===== config.mk =====
export PLATFORM = sky130hd
export DESIGN_NAME = mem_access_flat
export DESIGN_NICKNAME = d
export VERILOG_FILES = /design/src/rtl/common.sv /design/src/rtl/pipes.sv /design/src/rtl/mem_access_if.sv /design/src/rtl/mem_align.sv /design/src/rtl/mem_access.sv /design/src/flat_wrapper.sv
export SDC_FILE = /design/constraint.sdc
export NUM_CORES = 1
export LEC_CHECK = 0
export BUFFER_PORTS_ARGS = -buffer_cell sky130_fd_sc_hd__buf_4
export CAP_MARGIN = 10
export CORE_AREA = 2 2 164 166
export CTS_CLUSTER_DIAMETER = 150
export CTS_CLUSTER_SIZE = 10
export DETAILED_ROUTE_END_ITERATION = 7
export DIE_AREA = 0 0 166 168
export GPL_TIMING_DRIVEN = 0
export PLACE_DENSITY = 0.72
export SLEW_MARGIN = 0
export SYNTH_ARGS = -nofsm -noshare
export SYNTH_HDL_FRONTEND = slang
export SYNTH_SLANG_ARGS = --single-unit

===== constraint.sdc =====
create_clock -name clk -period 3.35 [get_ports clk]
set_clock_uncertainty 0.15 [all_clocks]
set_input_delay 0.5025 -clock clk [delete_from_list [all_inputs] [get_ports clk]]
set_output_delay 0.5025 -clock clk [all_outputs]
set_load 0.01 [all_outputs]

===== src/rtl/common.sv =====
// Shared machine-word and data-bus types used across the pipeline.
package common;

    localparam int unsigned WORD_W = 64;

    typedef logic [WORD_W-1:0] word_t;

    typedef struct packed {
        logic       valid;
        word_t      addr;
        logic [2:0] size;
        logic [7:0] strobe;
        word_t      data;
    } dbus_req_t;

    typedef struct packed {
        logic  data_ok;
        word_t data;
    } dbus_resp_t;

endpackage


===== src/rtl/pipes.sv =====
// Pipeline-stage types: memory-op descriptor, access-size encoding and memory-stage FSM states.
package pipes;

    typedef enum logic [1:0] {
        MSIZE_B = 2'd0,
        MSIZE_H = 2'd1,
        MSIZE_W = 2'd2,
        MSIZE_D = 2'd3
    } msize_t;

    typedef struct packed {
        logic   read;
        logic   write;
        msize_t size;
        logic   is_unsigned;
    } memop_t;

    typedef enum logic [1:0] {
        MEM_IDLE  = 2'd0,
        MEM_ISSUE = 2'd1,
        MEM_DONE  = 2'd2
    } mem_state_t;

    // An access is aligned when the low address bits below its size are all zero.
    function automatic logic is_misaligned(input logic [2:0] addr_lo, input msize_t size);
        logic mis;
        case (size)
            MSIZE_B: mis = 1'b0;
            MSIZE_H: mis = addr_lo[0];
            MSIZE_W: mis = |addr_lo[1:0];
            MSIZE_D: mis = |addr_lo;
            default: mis = 1'b0;
        endcase
        return mis;
    endfunction

endpackage


===== src/rtl/mem_access_if.sv =====
// Execute-to-memory, data-bus and memory-to-writeback signals of the memory stage.
interface mem_access_if;
    import common::*;
    import pipes::*;

    logic       in_valid;
    logic       in_ready;
    word_t      in_addr;
    word_t      in_wdata;
    memop_t     in_memop;
    logic [4:0] in_rd;
    logic       in_wen;

    logic       dreq_valid;
    word_t      dreq_addr;
    logic [2:0] dreq_size;
    logic [7:0] dreq_strobe;
    word_t      dreq_data;
    logic       dresp_data_ok;
    word_t      dresp_data;

    logic       out_valid;
    logic [4:0] out_rd;
    logic       out_wen;
    word_t      out_data;
    logic       out_misalign;

    modport slave (
        input  in_valid, in_addr, in_wdata, in_memop, in_rd, in_wen,
        input  dresp_data_ok, dresp_data,
        output in_ready,
        output dreq_valid, dreq_addr, dreq_size, dreq_strobe, dreq_data,
        output out_valid, out_rd, out_wen, out_data, out_misalign
    );

    modport master (
        output in_valid, in_addr, in_wdata, in_memop, in_rd, in_wen,
        output dresp_data_ok, dresp_data,
        input  in_ready,
        input  dreq_valid, dreq_addr, dreq_size, dreq_strobe, dreq_data,
        input  out_valid, out_rd, out_wen, out_data, out_misalign
    );

endinterface


===== src/rtl/mem_align.sv =====
// Byte-lane steering: store data shift and strobe, load extract and sign/zero extension.
module mem_align
    import common::*;
    import pipes::*;
(
    input  logic [2:0] st_off,
    input  msize_t     st_size,
    input  word_t      st_wdata,
    output logic [7:0] st_strobe,
    output word_t      st_data,
    input  logic [2:0] ld_off,
    input  msize_t     ld_size,
    input  logic       ld_unsigned,
    input  word_t      ld_rdata,
    output word_t      ld_data
);

    logic [7:0] size_mask_s;
    word_t      ld_shift_s;

    // Store lanes: move the low-aligned data and its byte mask up to the addressed lane.
    always_comb begin
        st_data = st_wdata << {st_off, 3'b000};
        case (st_size)
            MSIZE_B: size_mask_s = 8'h01;
            MSIZE_H: size_mask_s = 8'h03;
            MSIZE_W: size_mask_s = 8'h0F;
            MSIZE_D: size_mask_s = 8'hFF;
            default: size_mask_s = 8'h00;
        endcase
        st_strobe = size_mask_s << st_off;
    end

    // Load lanes: bring the addressed bytes down to bit 0, then extend to a full word.
    always_comb begin
        ld_shift_s = ld_rdata >> {ld_off, 3'b000};
        case (ld_size)
            MSIZE_B: ld_data = ld_unsigned ? {56'd0, ld_shift_s[7:0]}
                                           : {{56{ld_shift_s[7]}}, ld_shift_s[7:0]};
            MSIZE_H: ld_data = ld_unsigned ? {48'd0, ld_shift_s[15:0]}
                                           : {{48{ld_shift_s[15]}}, ld_shift_s[15:0]};
            MSIZE_W: ld_data = ld_unsigned ? {32'd0, ld_shift_s[31:0]}
                                           : {{32{ld_shift_s[31]}}, ld_shift_s[31:0]};
            MSIZE_D: ld_data = ld_rdata;
            default: ld_data = ld_rdata;
        endcase
    end

endmodule


===== src/rtl/mem_access.sv =====
// Memory stage: issues one data-bus access per load/store and hands results to writeback.
module mem_access
    import common::*;
    import pipes::*;
(
    input  logic         clk,
    input  logic         reset,
    mem_access_if.slave  bus
);

    mem_state_t state_q, state_d;
    word_t      addr_q, addr_d;
    word_t      data_q, data_d;
    word_t      sdata_q, sdata_d;
    logic [7:0] strobe_q, strobe_d;
    msize_t     size_q, size_d;
    logic       uns_q, uns_d;
    logic       read_q, read_d;
    logic [4:0] rd_q, rd_d;
    logic       wen_q, wen_d;
    logic       misalign_q, misalign_d;

    logic       in_ready_s;
    logic       accept_s;
    logic       mem_op_s;
    logic       mis_s;
    logic [7:0] st_strobe_s;
    word_t      st_data_s;
    word_t      ld_data_s;
    dbus_req_t  dreq_s;
    dbus_resp_t dresp_s;

    assign dresp_s    = '{data_ok: bus.dresp_data_ok, data: bus.dresp_data};
    assign in_ready_s = (state_q != MEM_ISSUE);
    assign accept_s   = bus.in_valid && in_ready_s;
    assign mem_op_s   = bus.in_memop.read || bus.in_memop.write;
    assign mis_s      = mem_op_s && is_misaligned(bus.in_addr[2:0], bus.in_memop.size);

    mem_align u_align (
        .st_off      (bus.in_addr[2:0]),
        .st_size     (bus.in_memop.size),
        .st_wdata    (bus.in_wdata),
        .st_strobe   (st_strobe_s),
        .st_data     (st_data_s),
        .ld_off      (addr_q[2:0]),
        .ld_size     (size_q),
        .ld_unsigned (uns_q),
        .ld_rdata    (dresp_s.data),
        .ld_data     (ld_data_s)
    );

    // Next-state and latch logic; store lanes are precomputed at accept so the bus sees flops.
    always_comb begin
        state_d    = state_q;
        addr_d     = addr_q;
        data_d     = data_q;
        sdata_d    = sdata_q;
        strobe_d   = strobe_q;
        size_d     = size_q;
        uns_d      = uns_q;
        read_d     = read_q;
        rd_d       = rd_q;
        wen_d      = wen_q;
        misalign_d = misalign_q;
        case (state_q)
            MEM_IDLE, MEM_DONE: begin
                if (accept_s) begin
                    addr_d     = bus.in_addr;
                    data_d     = bus.in_addr;
                    sdata_d    = bus.in_memop.write ? st_data_s : 64'd0;
                    strobe_d   = bus.in_memop.write ? st_strobe_s : 8'h00;
                    size_d     = bus.in_memop.size;
                    uns_d      = bus.in_memop.is_unsigned;
                    read_d     = bus.in_memop.read;
                    rd_d       = bus.in_rd;
                    wen_d      = bus.in_wen && !bus.in_memop.write && !mis_s;
                    misalign_d = mis_s;
                    state_d    = (mem_op_s && !mis_s) ? MEM_ISSUE : MEM_DONE;
                end else begin
                    state_d = MEM_IDLE;
                end
            end
            MEM_ISSUE: begin
                if (dresp_s.data_ok) begin
                    state_d = MEM_DONE;
                    if (read_q) begin
                        data_d = ld_data_s;
                    end else begin
                        data_d = data_q;
                    end
                end else begin
                    state_d = MEM_ISSUE;
                end
            end
            default: state_d = MEM_IDLE;
        endcase
    end

    // Stage registers with synchronous reset; an outstanding request is simply dropped.
    always_ff @(posedge clk) begin
        if (reset) begin
            state_q    <= MEM_IDLE;
            addr_q     <= 64'd0;
            data_q     <= 64'd0;
            sdata_q    <= 64'd0;
            strobe_q   <= 8'h00;
            size_q     <= MSIZE_B;
            uns_q      <= 1'b0;
            read_q     <= 1'b0;
            rd_q       <= 5'd0;
            wen_q      <= 1'b0;
            misalign_q <= 1'b0;
        end else begin
            state_q    <= state_d;
            addr_q     <= addr_d;
            data_q     <= data_d;
            sdata_q    <= sdata_d;
            strobe_q   <= strobe_d;
            size_q     <= size_d;
            uns_q      <= uns_d;
            read_q     <= read_d;
            rd_q       <= rd_d;
            wen_q      <= wen_d;
            misalign_q <= misalign_d;
        end
    end

    assign dreq_s = '{valid:  (state_q == MEM_ISSUE),
                      addr:   addr_q,
                      size:   {1'b0, size_q},
                      strobe: strobe_q,
                      data:   sdata_q};

    assign bus.in_ready     = in_ready_s;
    assign bus.dreq_valid   = dreq_s.valid;
    assign bus.dreq_addr    = dreq_s.addr;
    assign bus.dreq_size    = dreq_s.size;
    assign bus.dreq_strobe  = dreq_s.strobe;
    assign bus.dreq_data    = dreq_s.data;
    assign bus.out_valid    = (state_q == MEM_DONE);
    assign bus.out_rd       = rd_q;
    assign bus.out_wen      = wen_q;
    assign bus.out_data     = data_q;
    assign bus.out_misalign = misalign_q;

endmodule

===== src/flat_wrapper.sv =====
// flat-port wrapper written by rule: the top's interface ports become plain ports
module mem_access_flat import common::*; import pipes::*;
  (clk, reset, bus_in_valid, bus_in_addr, bus_in_wdata, bus_in_memop, bus_in_rd, bus_in_wen, bus_dresp_data_ok, bus_dresp_data, bus_in_ready, bus_dreq_valid, bus_dreq_addr, bus_dreq_size, bus_dreq_strobe, bus_dreq_data, bus_out_valid, bus_out_rd, bus_out_wen, bus_out_data, bus_out_misalign);
  mem_access_if bus_i ();
  input  logic clk;
  input  logic reset;
  input wire logic [$bits(bus_i.in_valid)-1:0] bus_in_valid;
  input wire logic [$bits(bus_i.in_addr)-1:0] bus_in_addr;
  input wire logic [$bits(bus_i.in_wdata)-1:0] bus_in_wdata;
  input wire logic [$bits(bus_i.in_memop)-1:0] bus_in_memop;
  input wire logic [$bits(bus_i.in_rd)-1:0] bus_in_rd;
  input wire logic [$bits(bus_i.in_wen)-1:0] bus_in_wen;
  input wire logic [$bits(bus_i.dresp_data_ok)-1:0] bus_dresp_data_ok;
  input wire logic [$bits(bus_i.dresp_data)-1:0] bus_dresp_data;
  output wire logic [$bits(bus_i.in_ready)-1:0] bus_in_ready;
  output wire logic [$bits(bus_i.dreq_valid)-1:0] bus_dreq_valid;
  output wire logic [$bits(bus_i.dreq_addr)-1:0] bus_dreq_addr;
  output wire logic [$bits(bus_i.dreq_size)-1:0] bus_dreq_size;
  output wire logic [$bits(bus_i.dreq_strobe)-1:0] bus_dreq_strobe;
  output wire logic [$bits(bus_i.dreq_data)-1:0] bus_dreq_data;
  output wire logic [$bits(bus_i.out_valid)-1:0] bus_out_valid;
  output wire logic [$bits(bus_i.out_rd)-1:0] bus_out_rd;
  output wire logic [$bits(bus_i.out_wen)-1:0] bus_out_wen;
  output wire logic [$bits(bus_i.out_data)-1:0] bus_out_data;
  output wire logic [$bits(bus_i.out_misalign)-1:0] bus_out_misalign;
  assign bus_i.in_valid = bus_in_valid;
  assign bus_i.in_addr = bus_in_addr;
  assign bus_i.in_wdata = bus_in_wdata;
  assign bus_i.in_memop = bus_in_memop;
  assign bus_i.in_rd = bus_in_rd;
  assign bus_i.in_wen = bus_in_wen;
  assign bus_i.dresp_data_ok = bus_dresp_data_ok;
  assign bus_i.dresp_data = bus_dresp_data;
  assign bus_in_ready = bus_i.in_ready;
  assign bus_dreq_valid = bus_i.dreq_valid;
  assign bus_dreq_addr = bus_i.dreq_addr;
  assign bus_dreq_size = bus_i.dreq_size;
  assign bus_dreq_strobe = bus_i.dreq_strobe;
  assign bus_dreq_data = bus_i.dreq_data;
  assign bus_out_valid = bus_i.out_valid;
  assign bus_out_rd = bus_i.out_rd;
  assign bus_out_wen = bus_i.out_wen;
  assign bus_out_data = bus_i.out_data;
  assign bus_out_misalign = bus_i.out_misalign;
  mem_access u_core (.clk(clk), .reset(reset), .bus(bus_i));
endmodule

==> flow_summary.ini <==
[outcome]
status = finished, final reports clean

[timing]
hold_viol_final = 0
period_share = 0.952
setup_violations = 0
max_freq_mhz = 314
maxSlewViolCount = 0
fin_ws_ns = 0.161
rsz0062_at_grt = false
period_needed_ns = 3.19
worst_slew_pin_slew_ns = 1.11
slew_headroom = 0.252

[drt]
drc_errors = 0
drt_first_pass_iters = 6
wl_per_cell_um = 25.6
detail_route.iter0.violations = 1332
routed_via_density = 6.11
dr_total_vias = 13100
wl_um = 54800
ant_nets = 0

[global_routing]
grt_max_degree = 12
grt_usage = 0.378
overflow = 0
grt_pass1_vias = 13000
grt_pass1_wl_um = 81400
antenna_found_initial = 0

[critical_path]
critPathArrivalTime_ns = 3.45
critPathSlowestCell = a221oi_1
cp_cell_sequence = buf_6 -> buf_2 -> buf_2 -> buf_2 -> mux2_2 -> a221oi_1 -> a21oi_1 -> o221ai_1 -> nand2_1
critical_path_class = flop to flop
cp-start-kind = flop
max_stage_delay_ns = 0.51
cp_common_cell = buf_2
critPathMaxFanout = 10
worstPathRequired_ns = 3.62
critPathTopFamily = buffers and inverters
cp-end-kind = flop
cp_num_cells = 9
rr_worst_depth = 9
path_buf_inv = 4

[floorplan]
core-area_mm2 = 0.0264
dieArea_mm2 = 0.0279
start_util = 0.433
row_count = 60
io_pins = 420
die_h_um = 168
die_w_um = 166

[placed_design]
portBuffers = 415
pre_cts_ws_ns = -0.0302
hpwl_um = 43300
post-place-cells = 2113
gp_congestion = 0.998

[yosys]
synth_cells = 1357
syn_nets = 1564
synth_edf_count = 0
synth-simple-area-share = 0.150
synthesis.area_mm2 = 0.0114
ys_seq_area_frac = 0.373
synth_fa_ha_area_frac = 0
synthMuxAreaShare = 0.184
synth_compound_area_frac = 0.242
synth_xor_area_frac = 0.000767
yosys_register_bits = 213
synth_top_family_by_area = compound AO/OA/AOI/OAI gates
postSynthAreaPerCell_um2 = 8.42
ys_warn_count = 0
synth.distinct_cells = 54
synthArstFlopShare = 0
ys.flop_type = dfxtp_1

[power_and_ir_drop]
finalPower_w = 0.00677
p_per_area_mw_per_mm2 = 434
peakVddDrop_v = 0.000310
power.leakage_nw = 6.45

[finish]
areaGrowthSynthToFinish_pct = 36.7
multiInputGateArea_mm2 = 0.00660
fill_cells = 2477
instances_no_fill = 2141
final-seq-area_mm2 = 0.00426
layout_commonest_cell = buf_4
drive_above_1_share = 0.311
nNetsFinal = 2007
final_cell_mix = buf_4 (416), nand2_1 (246), dfxtp_1 (213)

[job]
cap_violations = 0

[clock_network]
cts_tree = done
htreeDepth = 1
holdBufCountCts = 0
cts.sinks = 213
clk_path_buf_depth = 3
clkLatencyLatePin_ns = 0.53
cts_made_buffers = 25
clk_pin_slew_ns = 0.06
clockRootBuffer = clkbuf_16

[min_path]
hp-class = input port to flop
whs_path_depth = 3
-- per-layer routing --
metal,vias up,wire length [µm],global-route usage
met3,194,4800,0.0712
met5,-,0,0
met4,0,3180,0.183
met1,6305,20800,0.458
li1,5820,-,-
met2,772,26000,0.650
-- stage by stage --
stage / hold slack, ns / area [µm²] / setup TNS [ns] / util
floorplan: 0.287 / 11400 / 0 / -
finish: 0.0734 / 15600 / 0 / 0.593
CTS: 0.0736 / 15600 / 0 / 0.592
detailed placement: 0.283 / 15000 / -0.0945 / 0.568
global placement: 0.278 / 15000 / -0.0739 / 0.568
global route: 0.0843 / 15600 / 0 / 0.593
-- state kept, by name, indices dropped and copies added (netlist names) --
register / count
u_core.bus.dreq_addr: 64
u_core.bus.dreq_data: 64
u_core.bus.dreq_strobe: 8
u_core.bus.out_data: 64
u_core.bus.out_misalign: 1
u_core.bus.out_rd: 5
u_core.bus.out_wen: 1
u_core.read_q: 1
u_core.size_q: 2
u_core.state_q: 2
u_core.uns_q: 1
-- path summary, 6_finish.rpt --
| kind | start | endpoint | slack (ns) |
|---|---|---|---|
| max | u_core.bus.dreq_addr[0] | u_core.bus.out_data[12] | 0.16 |
| min | bus_in_rd[1] | u_core.bus.out_rd[1] | 0.07 |
| max reg2reg | u_core.bus.dreq_addr[0] | u_core.bus.out_data[12] | 0.16 |
| min reg2reg | u_core.bus.out_data[9] | u_core.bus.out_data[9] | 0.29 |
-- what timing repair did --
item | in CTS | in global routing
resized for setup | 0 | 6
buffers inserted | 0 | 0
setup endpoints to repair | 0 | 31
-- power by group --
part           internal (W)  switching (W)  total (W)
Combinational      0.000714       0.000925    0.00164
Clock               0.00131        0.00105    0.00236
Sequential          0.00268      0.0000897    0.00277
-- worst register-to-register path: cells and delay by family, from the launching register on --
family | cells | cell delay (ns)
buffers and inverters | 4 | 1.20
AOI/OAI and AO/OA | 3 | 0.94
muxes | 1 | 0.37
DFF | 1 | 0.36
and+or+nand+nor | 1 | 0.07
-- area by class of cell --
type | count | share of cell area
flip-flops and latches | 213 | 0.273
clock inverters | 1 | 0.000561
repair buffers | 416 | 0.200
multi-input cells | 1007 | 0.422
clock buffers | 25 | 0.0401
plain buffers | 130 | 0.0349
diodes | 1 | 0.000160
inverters | 7 | 0.00168
well taps | 341 | 0.0273
-- Yosys cell counts, types with 13 or more instances --
cell type  number  area share
nor2b_1        14      0.0077
dfxtp_1       213        0.37
nor3_1         13      0.0057
buf_1          13      0.0043
mux2_2         59       0.058
nor2_1        104       0.034
mux2i_1        65       0.057
nand2_1       246       0.081
mux4_2         35       0.069
o21ai_0        94       0.041
nand2b_1       17      0.0093
a22oi_1        60       0.039
clkbuf_1      102       0.034
a21oi_1       131       0.057
o211ai_1       29       0.019
o221ai_1       45       0.035
-- cells by family (layout without fill, tap and decap cells) --
group | Yosys count | in the layout
DFF | 213 | 213
other | 1 | 2
muxes | 159 | 159
AOI/OAI and AO/OA | 432 | 432
buffers and inverters | 137 | 579
and+or+nand+nor | 414 | 414
xor gates and xnor gates | 1 | 1
Power figures use the tool's default switching activity.
